$ cat src/rtl/seven_segment_scanner.sv
// Multiplexed hex seven-segment driver with a guard blank, 4-bit duty-cycle brightness,
// and frame-synchronous double buffering of the display data.
module seven_segment_scanner #(
  parameter int unsigned DIGITS         = 4,
  parameter int unsigned SUB_DIV        = 1024,
  parameter bit          COMMON_ANODE   = 1'b1,
  parameter bit          SEL_ACTIVE_LOW = 1'b0
) (
  input  logic                  clk,
  input  logic                  rst_n,
  input  logic [4*DIGITS-1:0]   digits_in,
  input  logic [DIGITS-1:0]     dp_in,
  input  logic [DIGITS-1:0]     digit_en,
  input  logic [3:0]            brightness,
  input  logic                  load,
  output logic [6:0]            segments,
  output logic                  dp,
  output logic [DIGITS-1:0]     digit_sel,
  output logic                  frame_start
);

  localparam int unsigned PreW = (SUB_DIV > 1) ? $clog2(SUB_DIV) : 1;
  localparam int unsigned IdxW = $clog2(DIGITS);
  localparam logic [PreW-1:0] PreLast = PreW'(SUB_DIV - 1);
  localparam logic [IdxW-1:0] IdxLast = IdxW'(DIGITS - 1);
  localparam logic [6:0]        SegOff  = {7{COMMON_ANODE}};
  localparam logic [DIGITS-1:0] SelOff  = {DIGITS{SEL_ACTIVE_LOW}};

  logic [PreW-1:0]     pre_q;
  logic [3:0]          phase_q;
  logic [IdxW-1:0]     idx_q;

  logic [4*DIGITS-1:0] sh_digits_q, act_digits_q;
  logic [DIGITS-1:0]   sh_dp_q, act_dp_q;
  logic [DIGITS-1:0]   sh_en_q, act_en_q;
  logic [3:0]          sh_br_q, act_br_q;

  logic                pre_wrap, phase_wrap, boundary, drive;
  logic [3:0]          nibble;
  logic [6:0]          seg_dec;
  logic [DIGITS-1:0]   sel_hot;

  always_comb begin
    pre_wrap   = (pre_q == PreLast);
    phase_wrap = pre_wrap && (phase_q == 4'hF);
    boundary   = phase_wrap && (idx_q == IdxLast);
    nibble     = act_digits_q[{idx_q, 2'b00} +: 4];
    // Phase 0 is always dark so the previous digit's charge never ghosts onto the next one.
    drive      = act_en_q[idx_q] && (phase_q != 4'h0) && (phase_q <= act_br_q);
    sel_hot    = {{(DIGITS-1){1'b0}}, 1'b1} << idx_q;
  end

  always_comb begin
    seg_dec = 7'h00;
    unique case (nibble)
      4'h0: seg_dec = 7'h3F;
      4'h1: seg_dec = 7'h06;
      4'h2: seg_dec = 7'h5B;
      4'h3: seg_dec = 7'h4F;
      4'h4: seg_dec = 7'h66;
      4'h5: seg_dec = 7'h6D;
      4'h6: seg_dec = 7'h7D;
      4'h7: seg_dec = 7'h07;
      4'h8: seg_dec = 7'h7F;
      4'h9: seg_dec = 7'h6F;
      4'hA: seg_dec = 7'h77;
      4'hB: seg_dec = 7'h7C;
      4'hC: seg_dec = 7'h39;
      4'hD: seg_dec = 7'h5E;
      4'hE: seg_dec = 7'h79;
      4'hF: seg_dec = 7'h71;
      default: seg_dec = 7'h00;
    endcase
  end

  always_ff @(posedge clk or negedge rst_n) begin
    if (!rst_n) begin
      pre_q        <= '0;
      phase_q      <= '0;
      idx_q        <= '0;
      sh_digits_q  <= '0;
      sh_dp_q      <= '0;
      sh_en_q      <= '0;
      sh_br_q      <= '0;
      act_digits_q <= '0;
      act_dp_q     <= '0;
      act_en_q     <= '0;
      act_br_q     <= '0;
      segments     <= SegOff;
      dp           <= COMMON_ANODE;
      digit_sel    <= SelOff;
      frame_start  <= 1'b0;
    end else begin
      pre_q <= pre_wrap ? '0 : pre_q + PreW'(1);
      if (pre_wrap) phase_q <= phase_q + 4'd1;
      if (phase_wrap) idx_q <= (idx_q == IdxLast) ? '0 : idx_q + IdxW'(1);

      if (load) begin
        sh_digits_q <= digits_in;
        sh_dp_q     <= dp_in;
        sh_en_q     <= digit_en;
        sh_br_q     <= brightness;
      end
      // A load on the boundary cycle itself is deferred: active copies the pre-load shadow.
      if (boundary) begin
        act_digits_q <= sh_digits_q;
        act_dp_q     <= sh_dp_q;
        act_en_q     <= sh_en_q;
        act_br_q     <= sh_br_q;
      end
      frame_start <= boundary;

      if (drive) begin
        segments  <= seg_dec ^ SegOff;
        dp        <= act_dp_q[idx_q] ^ COMMON_ANODE;
        digit_sel <= sel_hot ^ SelOff;
      end else begin
        segments  <= SegOff;
        dp        <= COMMON_ANODE;
        digit_sel <= SelOff;
      end
    end
  end

endmodule

$ cat config.mk
export PLATFORM = sky130hd
export DESIGN_NAME = seven_segment_scanner
export DESIGN_NICKNAME = d
export VERILOG_FILES = /design/src/rtl/seven_segment_scanner.sv
export SDC_FILE = /design/constraint.sdc
export NUM_CORES = 1
export LEC_CHECK = 0
export ABC_AREA = 1
export CORE_MARGIN = 3
export CORE_UTILIZATION = 35
export CTS_CLUSTER_SIZE = 28
export DETAILED_ROUTE_END_ITERATION = 8
export GPL_TIMING_DRIVEN = 0
export PLACE_DENSITY = 0.65
export SLEW_MARGIN = 20
export SYNTH_ARGS = -nofsm -noshare
export SYNTH_HDL_FRONTEND = slang
export SYNTH_SLANG_ARGS = --single-unit
$ cat constraint.sdc
create_clock -name clk -period 2.2 [get_ports clk]
set_clock_uncertainty 0.15 [all_clocks]
set_input_delay 0.33 -clock clk [delete_from_list [all_inputs] [get_ports clk]]
set_output_delay 0.33 -clock clk [all_outputs]
set_load 0.005 [all_outputs]
Word level (Yosys, flattened, before mapping)
Memories as Yosys holds them, arrays and structs flattened.
Index checks and enable logic that the tools add are counted.

storage, ports and cells
  register bits = 85
  memory bits (read-only) = 112
  input port bits = 31
  output and inout bits = 13
  word-level logic and storage cells = 42
  memories = 1

operators by class
  $add $sub $neg = 3
  order comparisons = 2
  eq/ne operators = 3
  shifts and indexed selects = 2
  mux-type cells = 9
  bitwise gates (word level) = 2
  reduce and logical (&&, ||, !) cells = 5

memory list
  name             depth  bits a word  read ports  clocked after Yosys merged registers in  write ports  line  RTL
  (no name shown)  16     7            1           0                                        0            55    unique case (nibble)

operators by type and width
  kind                                                                   count
  16-bit by 5-bit variable part select with 4-bit output                 1
  10-bit by 1-bit adder with 10-bit output (second input constant)       1
  10-bit == test (second input constant)                                 1
  10-bit 2-to-1 mux                                                      1
  7-bit 2-to-1 mux                                                       1
  7-bit NOT                                                              1
  4-bit by 1-bit adder with 4-bit output (second input constant)         1
  1-bit binary-select mux with 2-bit select                              2
  4-bit == test (second input constant)                                  1
  4-bit less-or-equal comparator                                         1
  1-bit logical AND                                                      4
  4-bit 2-to-1 mux                                                       1
  4-bit nonzero test                                                     1
  1-bit by 2-bit << shifter with 4-bit output (first input constant)     1
  2-bit by 3-bit < comparator with 1-bit output (second input constant)  1
  1-bit 2-to-1 mux                                                       3
  2-bit by 1-bit adder with 2-bit output (second input constant)         1
  2-bit == test (second input constant)                                  1
  2-bit 2-to-1 mux                                                       1
  1-bit NOT                                                              1

Depth between registers and ports, before layout
  word-level depth = 5
  mapped depth = 12
  depth with buffers taken out = 10

Worst setup path before layout
OpenSTA, ideal clock, no wires.

  kind = reg-to-reg
  from = register idx_q[0]
  to = register segments[5]
  arrival = 1.503 ns
  path slack = 0.454 ns
  stages on the path, launching flop included = 12
  path buffers = 2
  cells stage by stage = dfrtp_1 -> buf_4 -> buf_2 -> nand2_1 -> nand3_1 -> nand2_1 -> inv_1 -> ha_1 -> nand3_1 -> nand2_1 -> nand2_1 -> nand3_1

on the way
  cells in the longest elaborated chain, start to end = 5

RTL lines
  what                                                                            line  RTL
  from (decl)                                                                     31    logic [IdxW-1:0] idx_q;
  from (signal assigned)                                                          96    if (phase_wrap) idx_q <= (idx_q == IdxLast) ? '0 : idx_q + IdxW'(1);
  parallel branches: the longest is 4 deep, another holds memory read 16 x 7 bit  --
  7-bit 2-to-1 mux *                                                              113   if (drive) begin
  to (signal assigned)                                                            89    segments <= SegOff;
  to (signal assigned)                                                            114   segments <= seg_dec ^ SegOff;
  to (signal assigned)                                                            118   segments <= SegOff;
  to (decl)                                                                       16    output logic [6:0] segments,

Mark *: on every way between the ends. The select of a mux whose other input is x is not followed.
A chain may end at the register's enable or synchronous reset.

Worst setup path in the final report
  from = register idx_q[0]
  to = register segments[6]

The elaborated chain is that of the path after synthesis.

==> results <==
- The flow ran to the end, and the final reports show no timing, DRC or antenna violations.
- The post-synthesis average cell area is 8.865 um2.
- Yosys mapped a number of flops with a built-in enable equal to 0.
- The worst setup path is captured at a flop.
- The via count is 2911.
- The tree is rooted in a clkbuf_16.
- Per report_power, the combinational group accounts for 5.1% of the total.
- The cell count after synthesis is 446.
- Data on the critical path arrives at its endpoint at 2.13 ns.
- After detailed routing, the number of remaining DRC violations is 0.
- The layout overhead on the synthesized area is 23.10%.
- The primary flip-flop cell chosen by synthesis mapping is dfrtp_1.
- Prior to clock tree synthesis, the placed netlist has a worst setup slack of 0.2054 ns.
- The total power after layout is 3.243 mW.
- The final weighted congestion of routability-driven global placement is 0.8506.
- In the final routed layout, each cell accounts on average for 11.73 um.
- In this run the vertical extent of the chip is 112.3 um.
- The number of nets in the synthesized netlist is 494.
- The worst relative slew slack is 59.65%.
- Once layout is complete, the utilization of the core stands at 44.51%.
- Input and output buffers added on the ports amount to 42.
- Together, buffers and inverters on the worst path number 3.
- The region available for standard cell placement spans 10940 um2.
- The antenna diode instance count is 0.
- The final critical-path required period is 2.039 ns.
- The die outline width is 112.3 um.
- Gates resized during post-CTS repair numbered 0.
- The clock network fraction of total power is 44.9%.
- The worst reg-to-reg setup slack is 0.16 ns.
- In the final layout, the share of cells above drive strength 1 is 11.26%.
- The critical-path cell with the highest stage delay is dfrtp_1.
- The mean number of vias per cell is 4.506.
- The global-route total usage across every layer is 12.90%.
- Among cell families on the critical path, the largest total delay comes from simple AND/OR/NAND/NOR gates.
- Setup repair after global routing left no endpoint under its margin.
- Summing every instance area after synthesis gives 3954 um2.
- The number of DRC markers after the initial detailed-route iteration is 144.
- The clock sink count is 85.
- Entering global routing, the biggest net connects 49 pins.
- In this run the count of I/O pins placed on the die edge is 44.
- Setup violations remaining at the end of the flow were counted as 0.
- Once the floorplan was initialized, standard cells occupied 36.16% of the core.
- The type of element launching the critical path is a flop.
- The number of antenna violations at the first check in global routing came to 0.
- The synthesized design contains 85 register bits.
- The async set-or-reset flop fraction in the synthesized netlist is 100.0%.
- The cell type contributing the most total cell area after synthesis is dfrtp_1.
- The number of nets with antenna violations after routing is 0.
- The number of core rows is 38.
- The cell repeated most along the worst path is nand2_1.
- The reported leakage power is 2.329 nW.
- TritonCTS built the clock tree.
- In this run the biggest area consumer among cell types represents 48.73% of the synthesized area.
- The number of slew-limit violations in the final report came to 0.
- The part of the total power dissipated in sequential elements is 50.0%.
- Summing the sequential cell areas from Yosys gives 54.05% of the chip area.
- The number of iterations in the first detailed-routing pass is 4.
- The worst path uses 92.70% of the clock period.
- The wire length of the first global-routing pass is 13.21 mm.
- In the final design database the tool counted 549 nets.
- By startpoint and endpoint, the worst setup path is classified as reg2reg.
- Sorting the synthesized cells by area gives the leading types as dfrtp_1 49%, nand2_1 12%, inv_1 5.7%.
- During synthesis, Yosys emitted a total of 0 warnings.
- The wire-length estimate of the detail-placed layout is 5.609 mm.
- The distinct cell type count of the synthesized netlist is 29.
- The maximum buffer depth of the clock tree is 2.
- The count of endpoints failing hold in the final timing report is 0.
- Clock latency on the worst-skew pair, taken at its later pin, is 0.34 ns.
- The tightest min-delay check is of the in2reg type.
- The number of H-tree levels is 3.
- The clock slew seen by the registers of the worst setup and hold paths is 0.07 ns.
- The total congestion overflow is 0.
- The highest fanout seen on the critical path is 10.
- In the post-route analysis, the smallest setup slack over all paths is 0.1605 ns.
- The number of buffers created by CTS is 9.
- Hold is met by 0.2563 ns.
- In this run the power spent charging and discharging nets is 747.2 uW.
- On the worst path, the slowest cell contributes a delay of 0.42 ns.
- The internal portion of total power is 2.496 mW.
- The maximum clock frequency is 490.3 MHz.
- IR analysis of the VDD net gives a maximum drop of 427.3 uV.
- The via count of the first global-routing pass is 2883.
- For this block, the routed nets add up to 7.578 mm of wire.
- Dividing total power by cell area gives a power density of 666.3 nW/um2.
- The floorplan step defined a die boundary enclosing 12610 um2.
- The max-capacitance violation count is 0.
- Of the total power, the share spent switching nets is 23.04%.
- The transition time at the pin with the least slew margin is 0.6052 ns.
- The endpoint required time on the critical path is 2.29 ns.
- The critical path goes through buf_4 > buf_2 > nand2_1 > nand3_1 > nand2_1 > inv_1 > ha_1 > nand3_1 > nand2_1 > nand2_1 > nand3_1.
==> area by class of cell <==
| type | instances | area [um2] |
|---|---|---|
| flip-flops and latches | 85 | 2137 |
| repair buffers | 44 | 447.9 |
| plain buffers | 16 | 110.1 |
| inverters | 64 | 240.2 |
| multi-input cells | 281 | 1466 |
| clock buffers | 10 | 239.0 |
| well taps | 140 | 175.2 |
| clock inverters | 6 | 51.30 |
| fillers | 1112 | 6068 |
==> layout by cell type (no fill, tap or decap), drive strengths merged <==
cell type	Yosys	final
dfstp	8	8
dlygate4sd3	0	1
clkinv	1	3
nand3	35	35
xor2	4	4
clkdlybuf4s50	0	41
inv	63	67
nor3	2	2
dfrtp	77	77
ha	17	17
nor2	21	21
nand4	1	1
a21oi	4	4
buf	8	10
clkbuf	8	18
xnor2	4	4
o21ai	64	64
nand2	127	127
a22oi	1	1
o22ai	1	1
==> layer usage <==
layer / share of wire [%] / GRT usage [%]
met5: 0 / 0
met4: 1.2 / 3.846
met3: 5.7 / 4.313
met2: 46 / 20.58
met1: 47 / 16.78
==> cell usage after synthesis (2+ instances only) <==
| master | n |
|---|---|
| ha_1 | 17 |
| nor3_1 | 2 |
| nand3_1 | 34 |
| buf_6 | 4 |
| nand2_1 | 124 |
| o21ai_2 | 10 |
| nor2_4 | 3 |
| nand2_2 | 3 |
| dfstp_2 | 8 |
| a21oi_1 | 4 |
| xor2_1 | 4 |
| clkbuf_2 | 2 |
| inv_1 | 60 |
| xnor2_1 | 4 |
| clkbuf_1 | 6 |
| nor2_1 | 17 |
| buf_2 | 2 |
| o21ai_0 | 44 |
| dfrtp_1 | 77 |
| o21ai_1 | 10 |
| inv_2 | 3 |
==> registers in the layout, summed over array words and instances (netlist names) <==
register,flops
idx_q,2
sh_digits_q,16
dp,1
pre_q,10
sh_br_q,4
act_digits_q,16
act_br_q,4
act_en_q,4
sh_dp_q,4
act_dp_q,4
frame_start,1
segments,7
digit_sel,4
phase_q,4
sh_en_q,4
==> power groups by stage <==
stage	Combinational [mW]	Sequential, mW	Clock, mW
global placement	0.162	1.65	0
CTS	0.173	1.62	1.50
detailed placement	0.171	1.65	0
finish	0.167	1.62	1.46
global route	0.195	1.62	1.57
floorplan	0.0615	1.65	0
==> kinds of logic after synthesis <==
family	after synthesis	synth area share (%)
and+or+nand+nor	186	20.03
buffers and inverters	80	8.861
AOI/OAI and AO/OA	70	9.905
xor gates and xnor gates	8	1.772
DFF	85	54.05
adders and majority gates	17	5.380
==> worst paths after layout <==
check                                 from               to  cells past startpoint
min in group asynchronous            rst_n         pre_q[4]                      2
setup reg to reg                  idx_q[0]      segments[6]                     11
setup / recovery                  idx_q[0]      segments[6]                     11
hold reg to reg            act_digits_q[1]  act_digits_q[1]                      2
max in group asynchronous            rst_n  sh_digits_q[10]                      3
hold / removal                        load       sh_en_q[2]                      2
==> what timing repair did <==
action,4_1_cts,5_1_grt
endpoints found under the hold margin,39,0
endpoints found under the setup margin,0,0
setup buffers,0,0
hold buffers,1,0
==> stage by stage <==
step,instances,instance area (um2),setup TNS [ns]
global route,646,4867,0
global placement,628,4549,-181.64
CTS,646,4867,0
floorplan,446,3954,0
finish,646,4867,0
detailed placement,629,4567,0
(Power assumes the default switching activity.)
